--- src/rtl/c2f_chunk_sched.sv ---
// Read-side scheduler for the CPU->FPGA chunk ring: fetches published chunks from the
// byte-enable RAM and streams them as valid/ready 64-bit words, retiring each chunk with dtAck.
//
// state | meaning
// IDLE  | no chunk being fetched; waits for enable and fetchIdx != wrPtr
// FETCH | issuing qword reads of chunk fetchIdx while the output buffer has room
module c2f_chunk_sched #(
    parameter int INDEX_NBITS  = 3,
    parameter int OFFSET_NBITS = 4
) (
    input  logic                    sysClk,
    input  logic                    sysRst_n,
    input  logic                    enable,
    input  logic [INDEX_NBITS-1:0]  wrPtr,
    output logic [INDEX_NBITS-1:0]  ramIndex,
    output logic [OFFSET_NBITS-1:0] ramOffset,
    input  logic [63:0]             ramData,
    output logic [63:0]             dataOut,
    output logic                    dataValid,
    output logic                    dataLast,
    input  logic                    dataReady,
    output logic                    dtAck,
    output logic [INDEX_NBITS-1:0]  rdIndex,
    output logic                    empty
);

    typedef enum logic {
        ST_IDLE  = 1'b0,
        ST_FETCH = 1'b1
    } state_t;

    state_t                  state_q, state_d;
    logic [INDEX_NBITS-1:0]  fetch_idx_q, fetch_idx_d, fetch_idx_inc;
    logic [OFFSET_NBITS-1:0] offset_q, offset_d;
    logic                    issue;

    logic                    inflight_q;
    logic                    inflight_last_q;

    logic [64:0]             buf_q [0:1];
    logic                    buf_head_q;
    logic [1:0]              buf_cnt_q;
    logic                    buf_nonempty;
    logic [1:0]              occupancy;
    logic [64:0]             buf_head_word;
    logic                    wr_slot;
    logic                    push;
    logic                    pop;
    logic                    accept;

    logic                    dt_ack_q;
    logic [INDEX_NBITS-1:0]  rd_index_q;

    assign fetch_idx_inc = fetch_idx_q + INDEX_NBITS'(1);
    assign buf_nonempty  = (buf_cnt_q != 2'd0);
    assign occupancy     = buf_cnt_q + {1'b0, inflight_q};
    assign buf_head_word = buf_q[buf_head_q];
    assign wr_slot       = buf_head_q ^ buf_cnt_q[0];

    always_comb begin
        state_d     = state_q;
        fetch_idx_d = fetch_idx_q;
        offset_d    = offset_q;
        issue       = 1'b0;
        case (state_q)
            ST_IDLE: begin
                if (enable && (fetch_idx_q != wrPtr)) begin
                    state_d  = ST_FETCH;
                    offset_d = '0;
                end
            end
            ST_FETCH: begin
                if (occupancy < 2'd2) begin
                    issue    = 1'b1;
                    offset_d = offset_q + OFFSET_NBITS'(1);
                    if (&offset_q) begin
                        // wrPtr is only looked at here, at the chunk boundary
                        fetch_idx_d = fetch_idx_inc;
                        if (!(enable && (fetch_idx_inc != wrPtr))) begin
                            state_d = ST_IDLE;
                        end
                    end
                end
            end
            default: state_d = ST_IDLE;
        endcase
    end

    always_ff @(posedge sysClk or negedge sysRst_n) begin
        if (!sysRst_n) begin
            state_q         <= ST_IDLE;
            fetch_idx_q     <= '0;
            offset_q        <= '0;
            inflight_q      <= 1'b0;
            inflight_last_q <= 1'b0;
        end else begin
            state_q         <= state_d;
            fetch_idx_q     <= fetch_idx_d;
            offset_q        <= offset_d;
            inflight_q      <= issue;
            inflight_last_q <= issue && (&offset_q);
        end
    end

    // The word returning from RAM bypasses the buffer when the buffer is empty and the
    // consumer takes it straight away; otherwise it is parked in the free slot.
    assign accept = dataValid && dataReady;
    assign push   = inflight_q && !(!buf_nonempty && dataReady);
    assign pop    = accept && buf_nonempty;

    always_ff @(posedge sysClk or negedge sysRst_n) begin
        if (!sysRst_n) begin
            buf_q[0]   <= '0;
            buf_q[1]   <= '0;
            buf_head_q <= 1'b0;
            buf_cnt_q  <= 2'd0;
        end else begin
            if (push) begin
                buf_q[wr_slot] <= {inflight_last_q, ramData};
            end
            if (pop) begin
                buf_head_q <= ~buf_head_q;
            end
            case ({push, pop})
                2'b10:   buf_cnt_q <= buf_cnt_q + 2'd1;
                2'b01:   buf_cnt_q <= buf_cnt_q - 2'd1;
                default: buf_cnt_q <= buf_cnt_q;
            endcase
        end
    end

    always_comb begin
        dataValid = buf_nonempty || inflight_q;
        dataOut   = '0;
        dataLast  = 1'b0;
        if (buf_nonempty) begin
            dataLast = buf_head_word[64];
            dataOut  = buf_head_word[63:0];
        end else if (inflight_q) begin
            dataLast = inflight_last_q;
            dataOut  = ramData;
        end
    end

    always_ff @(posedge sysClk or negedge sysRst_n) begin
        if (!sysRst_n) begin
            dt_ack_q   <= 1'b0;
            rd_index_q <= '0;
        end else begin
            dt_ack_q <= accept && dataLast;
            if (accept && dataLast) begin
                rd_index_q <= rd_index_q + INDEX_NBITS'(1);
            end
        end
    end

    assign ramIndex  = fetch_idx_q;
    assign ramOffset = offset_q;
    assign dtAck     = dt_ack_q;
    assign rdIndex   = rd_index_q;
    assign empty     = (state_q == ST_IDLE) && !buf_nonempty && !inflight_q
                       && (fetch_idx_q == wrPtr);

endmodule
--- config.mk ---
export PLATFORM = sky130hd
export DESIGN_NAME = c2f_chunk_sched
export DESIGN_NICKNAME = d
export VERILOG_FILES = /design/src/rtl/c2f_chunk_sched.sv
export SDC_FILE = /design/constraint.sdc
export NUM_CORES = 1
export LEC_CHECK = 0
export CELL_PAD_IN_SITES_DETAIL_PLACEMENT = 1
export CELL_PAD_IN_SITES_GLOBAL_PLACEMENT = 2
export CORE_MARGIN = 1
export CORE_UTILIZATION = 38
export DETAILED_ROUTE_END_ITERATION = 10
export DONT_BUFFER_PORTS = 1
export PLACE_DENSITY = 0.74
export SLEW_MARGIN = 10
export SYNTH_ARGS = -nofsm -noshare
export SYNTH_HDL_FRONTEND = slang
export SYNTH_SLANG_ARGS = --single-unit
export TNS_END_PERCENT = 1
--- constraint.sdc ---
create_clock -name sysClk -period 1.6 [get_ports sysClk]
set_input_delay 0.32 -clock sysClk [delete_from_list [all_inputs] [get_ports sysClk]]
set_output_delay 0.32 -clock sysClk [all_outputs]
set_load 0.01 [all_outputs]
# After elaboration in Yosys (flattened, before gate mapping)
# Index checks and enable logic that the tools add are counted.
[totals]
reg_bits = 147
latch_bits = 0
mem_bits_rw = 0
mem_bits_ro = 0
wordCells = 75
memories = 0
[classes]
add_sub_neg = 6
multipliers = 0
div_mod_pow = 0
magnitude_cmp = 4
eq_ne = 7
shift = 0
muxes = 21
bitwise = 5
reduce_logical = 21
[ops]
columns = ["cell", "n"]
rows = [
  ["$mux 65", 4],
  ["$bwmux 130", 1],
  ["$mux 64", 2],
  ["$demux 65 s1", 1],
  ["$logic_and 1x1->1", 12],
  ["$mux 1", 8],
  ["$mux 4", 2],
  ["$pmux 4 s2", 1],
  ["$add 3x1->3 const B", 2],
  ["$ne 3x3->1", 2],
  ["$reduce_and 6->1", 1],
  ["$add 4x1->4 const B", 1],
  ["$ge 2x2->1 const B", 2],
  ["$not 1->2", 2],
  ["$pmux 2 s2", 1],
  ["$reduce_and 4->1", 1],
  ["$reduce_bool 2->1", 2],
  ["$eq 3x3->1", 1],
  ["$logic_not 1->1", 3],
  ["$add 2x1->2", 1],
  ["$add 2x1->2 const B", 1],
  ["$eq 2x1->1 const B", 1],
  ["$eq 2x2->1 const B", 1],
  ["$lt 2x1->1 const B", 1],
  ["9 further kinds", 10],
]

# Longest topological paths before layout
# Gate-level depths: netlist of run 1.
[depth]
word_depth = 7
depth_mapped = 9
depth_no_buf = 7

# Least setup slack after synthesis of run 1
# OpenSTA, ideal clock, no wires.
[synth_path]
path_type = "register -> register"
from = "register buf_cnt_q[1]"
to = "register buf_cnt_q[1]"
t_arrival_ns = 1.580
required_ns = 1.520
path_slack_ns = -0.060
stages_incl_launch_ff = 9
n_path_buf = 2
path_cell_list = "dfrtp_1 > nor2_1 > buf_2 > clkbuf_1 > nand2_1 > nand2_1 > ha_1 > nor2_1 > xnor2_1"
[synth_between]
elab_chain_cells = 7
[synth_lines]
columns = ["element", "line_no", "source"]
rows = [
  ["start: declaration", "42", "logic [1:0] buf_cnt_q;"],
  ["start signal: assignment", "125", "2'b10: buf_cnt_q <= buf_cnt_q + 2'd1;"],
  ["start signal: assignment", "126", "2'b01: buf_cnt_q <= buf_cnt_q - 2'd1;"],
  ["start signal: assignment", "127", "default: buf_cnt_q <= buf_cnt_q;"],
  ["$reduce_bool 2->1", "55", "assign buf_nonempty = (buf_cnt_q != 2'd0);"],
  ["$logic_not 1->1", "108", "assign push = inflight_q && !(!buf_nonempty && dataReady);"],
  ["$logic_and 1x1->1", "108", ""],
  ["$logic_not 1->1", "108", ""],
  ["$logic_and 1x1->1", "108", ""],
  ["$eq 2x1->1 or $eq 2x2->1 (tied branches)", "124", "case ({push, pop})"],
  ["$pmux 2 s2 or $reduce_bool 2->1 (tied branches)", "-", ""],
]
# Several ways; a longest one is shown, not always the timed one.
# A chain may end at the register's enable or synchronous reset.

# Final worst setup path of run 1
[layout_path]
from = "register buf_cnt_q[1]"
to = "output dataOut[40]"
[layout_between]
elab_chain_cells = 2
[layout_lines]
columns = ["element", "line_no", "source"]
rows = [
  ["$reduce_bool 2->1", "55", ""],
  ["$mux 64", "136", "if (buf_nonempty) begin"],
  ["end: declaration", "18", "output logic [63:0] dataOut,"],
]
# Every way passes these cells.

==> metrics.log, run 1 <==
[metrics] post-synthesis instance area: 7440 sq um
[metrics] clock buffers created by TritonCTS: 17
[metrics] start point of the critical path: buf_cnt_q[1]
[metrics] number of clock sinks seen by CTS: 147
[metrics] Final Wtd Congestion: 0.765
[metrics] FP Rows: 50
[metrics] diodes inserted: 0
[metrics] DRT antenna net count: 0
[metrics] Worst path most repeated cell: buf_6
[metrics] number of DRC markers after the initial detailed-route iteration: 101
[metrics] number of max-cap violations: 0
[metrics] GRT Residual Overflow: 0
[metrics] cell types with the highest counts after synthesis: dfrtp_1 (147), nand3_1 (69), o21ai_0 (66)
[metrics] clock tree from TritonCTS: yes
[metrics] power share of the sequential group: 26.6%
[metrics] Gate Count Post-Synth: 590
[metrics] peak per-stage delay on the critical path: 400 ps
[metrics] share of async-settable or async-resettable flops after synthesis: 100%
[metrics] clock transition at the registers of the reported paths: 60 ps
[metrics] worst slew pin tran: 396 ps
[metrics] final slew viol count: 0
[metrics] global routing usage summed across all routing layers: 20.7%
[metrics] post-synthesis sequential element count: 147
[metrics] series of cell instances along the critical path: buf_6 -> nor2_4 -> buf_6 -> buf_12 -> buf_16 -> nand3_2 -> o21ai_1 -> buf_4
[metrics] HPWL after detailed placement: 11800 um
[metrics] synthesized area per cell: 12.6 sq um
[metrics] total via count after detailed routing: 5085
[metrics] Final Total Pwr: 25.9 mW
[metrics] detail-routed net length per standard cell: 21.5 um
[metrics] effective utilization at floorplan: 39.3%
[metrics] Crit Reg-Reg Endpoint: buf_q[52]
[metrics] total of buffers placed on input and output ports: 0
[metrics] required time of the worst setup path: 1280 ps
[metrics] Setup WS pre-CTS: -162 ps
[metrics] global-route wire length before repair: 31600 um
[metrics] Most used DFF post-synth: dfrtp_1
[metrics] cells taking the most area after synthesis: dfrtp_1 (49%), mux2_4 (10%), mux2i_1 (8.7%), mux2_1 (7.6%), mux2_2 (4.7%)
[metrics] portion of total power attributed to combinational logic: 55.1%
[metrics] fraction of final layout cells sized beyond drive strength 1: 42.4%
[metrics] die height: 142 um
[metrics] fraction of post-synthesis cell area in the top cell type by area: 49.4%
[metrics] failing checks: negative hold slack, negative setup slack
[metrics] kind of critical path: reg -> out
[metrics] maximum vdd drop: 1.05 mV
[metrics] startpoint class of the critical path: flop
[metrics] proportion of synthesized chip area in sequential cells: 49.4%
[metrics] number of global-route vias before repair: 5615
[metrics] outcome: finished, violations left
[metrics] Final Cycle Share: 132%
[metrics] r2r worst-path depth: 6
[metrics] arrival time at the worst endpoint: 1790 ps
[metrics] Post-Route WL: 20100 um
[metrics] cell taking the most area after synthesis: dfrtp_1
[metrics] clock network power share: 18.3%
[metrics] core outline area: 19000 sq um
[metrics] Chip Width: 142 um
[metrics] Int Pwr: 16.5 mW
[metrics] worst hold slack across all endpoints: -408 ps
[metrics] ratio of routed vias to standard cells: 5.44
[metrics] Post-synth EDFFs: 0
[metrics] largest fanout on the critical path: 5
[metrics] Top Ports: 149
[metrics] CP Capture Point: dataOut[40]
[metrics] register-to-register path setup slack: -280 ps
[metrics] switching part of the total: 36.3%
[metrics] minimum setup slack in the final design: -509 ps
[metrics] setup repair after global routing missed its margin: yes
[metrics] clk_lat worst skew: 420 ps
[metrics] largest net degree at the start of global routing: 148
[metrics] source of the worst register-to-register timing path: buf_cnt_q[0]
[metrics] count of different cell masters after synthesis: 40
[metrics] setup tns final: -53200 ps
[metrics] reported leakage power: 4.37 nW
[metrics] worst relative slew slack: 73.4%
[metrics] number of antenna violations at the first check in global routing: 0
[metrics] Yosys Warn Count: 0
[metrics] most used standard cell by instance count after synthesis: dfrtp_1
[metrics] final worst path period need: 2110 ps
[metrics] Finished Cell Area: 9730 sq um
[metrics] instance area after placement: 8170 sq um
[metrics] die area: 20100 sq um
[metrics] maximum clock path buffer count: 2
[metrics] P_sw: 9.41 mW
[metrics] H-tree depth: 4
[metrics] class of the tightest hold or removal check: in -> async
[metrics] number of nets in the final layout: 737
[metrics] residual DRC count: 0
[metrics] library cell used as clock root buffer: clkbuf_16
[metrics] Critical-path top delay cell: dfrtp_1
[metrics] Layout Skew: 9.03 ps
[metrics] final hold viol count: 147
[metrics] endpoint type of the worst setup path: output port
[metrics] TritonRoute pass-1 iters: 4
[metrics] Synth Net Count: 665
[metrics] Power Dens Cells: 2670 nW/um^2
[metrics] final number of setup-violating endpoints: 202
[metrics] highest attainable clock frequency: 474 MHz
[metrics] synthesis-to-layout area growth: 30.7%
==> cells by family after synthesis <==
kind of cell	count (synthesis)	share of synthesized area, %
AO/OA/AOI/OAI	76	5.45
buffers and inverters	53	4.42
XOR/XNOR	14	1.65
adder cells (fa/ha/maj)	4	0.673
flip-flops	147	49.4
multiplexers	198	31.5
AND/OR/NAND/NOR	98	6.91
==> worst max-delay path: cells and delay by family, from the launching register on <==
family	cells	cell delay, ps
flops	1	400
compound gates	1	110
buf+inv	5	680
simple gates	2	180
==> registers in the layout (all words and copies together), names as in the netlist <==
signal / flops
rdIndex: 3
ramIndex: 3
inflight_q: 1
buf_cnt_q: 2
buf_head_q: 1
state_q: 1
buf_q: 130
inflight_last_q: 1
ramOffset: 4
dtAck: 1
==> cell usage in the layout (no fill, tap or decap), drive strengths merged, types with 3 or more instances in the layout <==
cell type  netlist  routed
nand2            8       8
buf             30      99
mux2           132     132
nor2             3       3
bufinv           0       7
o21ai           69      69
inv              6       8
xnor2           12      12
and2             4       4
dfrtp          147     147
ha               4       4
nand3           69      69
clkbuf          17      21
mux2i           66      66
==> through the flow <==
stage,std cells,utilization (%)
6_report,935,51.3
5_1_grt,935,51.3
4_1_cts,933,50.3
3_5_place_dp,880,43.1
3_3_place_gp,880,43.1
2_1_floorplan,590,-
==> worst min path at each step <==
stage,endpoint,cells past startpoint
global placement,buf_q[82],0
global route,buf_q[17],0
finish,buf_q[17],0
floorplan,buf_cnt_q[0],0
CTS,buf_q[20],0
detailed placement,buf_q[82],0
==> power groups by stage <==
stage / clock [mW] / combinational (mW) / sequential (mW)
6_report: 4.75 / 14.3 / 6.89
5_1_grt: 5.01 / 15.3 / 7.14
4_1_cts: 4.87 / 13.9 / 6.87
3_5_place_dp: 0 / 11.5 / 6.91
3_3_place_gp: 0 / 11.1 / 6.72
2_1_floorplan: 0 / 8.11 / 6.49
==> metal layers <==
layer / GRT usage (%) / share of wire [%] / up-vias
met5: 0 / 0 / -
met3: 4.95 / 4.9 / 20
met2: 35.3 / 50 / 113
li1: - / - / 2291
met1: 26.1 / 43 / 2661
met4: 5.94 / 1.3 / 0
==> final cells by class <==
| type | instances | area [sq um] |
|---|---|---|
| Tap cell | 260 | 325 |
| Sequential cell | 147 | 3680 |
| Fill cell | 1879 | 9230 |
| Clock buffer | 20 | 447 |
| Multi-Input combinational cell | 390 | 3790 |
| Clock inverter | 12 | 249 |
| Timing Repair Buffer | 100 | 1210 |
| Inverter | 6 | 22.5 |
==> repair_timing <==
item                                    4_1_cts  5_1_grt
setup buffers                                11        1
pin swaps                                     8       11
endpoints found under the setup margin      202      209
gates resized for setup                     120       36
gates cloned                                 10        1
endpoints found under the hold margin       147      147
Power figures use the tool's default switching activity.
==> run 2: changes to the inputs <==
--- a/config.mk
+++ b/config.mk
@@ -6,12 +6,12 @@
 export NUM_CORES = 1
 export LEC_CHECK = 0
 export CELL_PAD_IN_SITES_DETAIL_PLACEMENT = 1
-export CELL_PAD_IN_SITES_GLOBAL_PLACEMENT = 2
+export CELL_PAD_IN_SITES_GLOBAL_PLACEMENT = 1
 export CORE_MARGIN = 1
-export CORE_UTILIZATION = 38
+export CORE_UTILIZATION = 46
 export DETAILED_ROUTE_END_ITERATION = 10
 export DONT_BUFFER_PORTS = 1
-export PLACE_DENSITY = 0.74
+export PLACE_DENSITY = 0.83
 export SLEW_MARGIN = 10
 export SYNTH_ARGS = -nofsm -noshare
 export SYNTH_HDL_FRONTEND = slang
==> run 2 against run 1 <==
The run still ends with negative hold slack, negative setup slack left. Design area is 3.6% lower. Critical path depth did not move. Flip-flop and latch count did not move. Sequential power rose by 1%. Critical endpoint is now dataOut[42].
==> metrics.log, run 2 (synthesized netlist as in run 1, its figures left out) <==
[metrics] outcome: finished, violations left
[metrics] failing checks: negative hold slack, negative setup slack
[metrics] global-route wire length before repair: 31400 um (-0.64%)
[metrics] clock tree from TritonCTS: yes
[metrics] final worst path period need: 2170 ps (+62.6 ps)
[metrics] number of nets in the final layout: 745 (+1.1%)
[metrics] clock network power share: 15.5% (-2.8 points)
[metrics] Setup WS pre-CTS: -382 ps (-220 ps)
[metrics] r2r worst-path depth: 6 (unchanged)
[metrics] Power Dens Cells: 2690 nW/um^2 (+0.72%)
[metrics] startpoint class of the critical path: flop
[metrics] diodes inserted: 0 (unchanged)
[metrics] effective utilization at floorplan: 47.0% (+7.8 points)
[metrics] portion of total power attributed to combinational logic: 56.9% (+1.8 points)
[metrics] reported leakage power: 4.33 nW (-1.1%)
[metrics] count of placed standard cells in the final layout, fillers left out: 897 (-4.1%)
[metrics] Top Ports: 149 (unchanged)
[metrics] core outline area: 15800 sq um (-17%)
[metrics] Worst path most repeated cell: buf_12
[metrics] Final Cycle Share: 136% (+3.9 points)
[metrics] number of global-route vias before repair: 5716 (+1.8%)
[metrics] synthesis-to-layout area growth: 26.0%
[metrics] setup repair after global routing missed its margin: yes
[metrics] final hold viol count: 147 (unchanged)
[metrics] setup tns final: -47310 ps (+5890 ps)
[metrics] Crit Reg-Reg Endpoint: buf_q[47]
[metrics] maximum vdd drop: 1.11 mV (+5.4%)
[metrics] worst slew pin tran: 434 ps (+37.0 ps)
[metrics] Post-Route WL: 20900 um (+3.9%)
[metrics] residual DRC count: 0 (unchanged)
[metrics] Final Util: 59.2% (+7.9 points)
[metrics] required time of the worst setup path: 1280 ps (about the same)
[metrics] global routing usage summed across all routing layers: 24.9% (+4.2 points)
[metrics] highest-count cells in the layout ignoring fill and taps: dfrtp_1 (144), buf_4 (77), mux2i_1 (64)
[metrics] register-to-register path setup slack: -190 ps (+90 ps)
[metrics] Critical-path top delay cell: dfrtp_1
[metrics] library cell used as clock root buffer: clkbuf_16
[metrics] CP Capture Point: dataOut[42]
[metrics] fraction of final layout cells sized beyond drive strength 1: 38.8% (-3.6 points)
[metrics] Worst path depth: 8 (unchanged)
[metrics] source of the worst register-to-register timing path: buf_cnt_q[1]
[metrics] P_sw: 9.43 mW (+0.14%)
[metrics] clock buffers created by TritonCTS: 17 (unchanged)
[metrics] highest attainable clock frequency: 460 MHz (-2.9%)
[metrics] die height: 129 um (-9.0%)
[metrics] Biggest register: buf_q
[metrics] start point of the critical path: buf_cnt_q[1]
[metrics] Finished Cell Area: 9380 sq um (-3.6%)
[metrics] filler cell count: 1548 (-18%)
[metrics] largest fanout on the critical path: 7 (+2)
[metrics] number of max-cap violations: 0 (unchanged)
[metrics] Int Pwr: 15.8 mW (-4.6%)
[metrics] worst relative slew slack: 71.1% (-2.3 points)
[metrics] Largest register FFs: 130 (unchanged)
[metrics] TritonRoute pass-1 iters: 4 (unchanged)
[metrics] H-tree depth: 4 (unchanged)
[metrics] most frequent standard cell in the layout excluding fill and tap cells: dfrtp_1
[metrics] clk_lat worst skew: 420 ps (about the same)
[metrics] arrival time at the worst endpoint: 1850 ps (+60 ps)
[metrics] instance area after placement: 8260 sq um (+1.0%)
[metrics] final number of setup-violating endpoints: 200 (-0.99%)
[metrics] Placed Instances: 853 (-3.1%)
[metrics] class of the tightest hold or removal check: in -> async
[metrics] maximum clock path buffer count: 2 (unchanged)
[metrics] total of buffers placed on input and output ports: 0 (unchanged)
[metrics] largest net degree at the start of global routing: 148 (unchanged)
[metrics] final slew viol count: 0 (unchanged)
[metrics] ratio of routed vias to standard cells: 5.79 (+6.5%)
[metrics] Chip Width: 129 um (-9.0%)
[metrics] clock transition at the registers of the reported paths: 60 ps (about the same)
[metrics] HPWL after detailed placement: 12000 um (+1.4%)
[metrics] FP Rows: 46 (-8.0%)
[metrics] GRT Residual Overflow: 0 (unchanged)
[metrics] peak per-stage delay on the critical path: 400 ps (about the same)
[metrics] number of antenna violations at the first check in global routing: 0 (unchanged)
[metrics] total buffers and inverters traversed by the critical path: 5 (unchanged)
[metrics] worst hold slack across all endpoints: -402 ps (+5.83 ps)
[metrics] number of clock sinks seen by CTS: 147 (unchanged)
[metrics] minimum setup slack in the final design: -572 ps (-62.6 ps)
[metrics] power share of the sequential group: 27.7% (+1.1 points)
[metrics] switching part of the total: 37.4% (+1.1 points)
[metrics] detail-routed net length per standard cell: 23.3 um (+8.3%)
[metrics] DRT antenna net count: 0 (unchanged)
[metrics] cell type group with the largest total delay on the critical path: buffers and inverters
[metrics] Final Wtd Congestion: 0.740 (-3.3%)
[metrics] number of DRC markers after the initial detailed-route iteration: 199 (+97%)
[metrics] series of cell instances along the critical path: buf_6 -> nor2_4 -> buf_12 -> buf_12 -> buf_16 -> nand3_2 -> o21ai_1 -> buf_4
[metrics] total via count after detailed routing: 5195 (+2.2%)
[metrics] die area: 16700 sq um (-17%)
[metrics] endpoint type of the worst setup path: output port
[metrics] Final Total Pwr: 25.2 mW (-2.9%)
[metrics] Layout Skew: 11.1 ps (+2.07 ps)
[metrics] kind of critical path: reg -> out
## run 2: per-layer routing
| layer | wire length [um] | GRT usage [%] |
|---|---|---|
| met1 | 8270 | 28.3 |
| met2 | 11100 | 45.2 |
| met3 | 1020 | 5.86 |
| met4 | 491 | 9.20 |
| met5 | 0 | 0 |
## run 2: repair_timing
action | in CTS | in global routing
cloned | 4 | 5
gates resized for setup | 90 | 38
buffers inserted | 5 | 1
endpoints found under the hold margin | 147 | 147
pin swaps | 4 | 3
setup endpoints to repair | 206 | 205
## run 2: power groups by stage
stage | combinational [mW] | sequential, mW | clock (mW)
final | 14.3 | 6.98 | 3.89
after global routing | 15.2 | 7.21 | 4.11
after CTS | 13.5 | 6.93 | 3.94
after detailed placement | 12.2 | 6.94 | 0
after global placement | 11.6 | 6.70 | 0
after floorplan | 8.11 | 6.49 | 0
## run 2: how the worst min path moves through the flow
stage,slack [ps],endpoint
5_1_grt,-420,buf_q[20]
2_1_floorplan,20,buf_cnt_q[0]
3_5_place_dp,30,buf_q[85]
3_3_place_gp,30,buf_q[20]
6_report,-400,buf_q[79]
4_1_cts,-420,buf_q[81]
## run 2: cell type report
| class | count | area, sq um | share of cell area [%] |
|---|---|---|---|
| Tap cell | 216 | 270 | 2.88 |
| Clock buffer | 21 | 460 | 4.91 |
| Clock inverter | 9 | 106 | 1.13 |
| Inverter | 6 | 22.5 | 0.240 |
| Multi-Input combinational cell | 390 | 3650 | 38.9 |
| Sequential cell | 147 | 3680 | 39.3 |
| Timing Repair Buffer | 108 | 1180 | 12.6 |
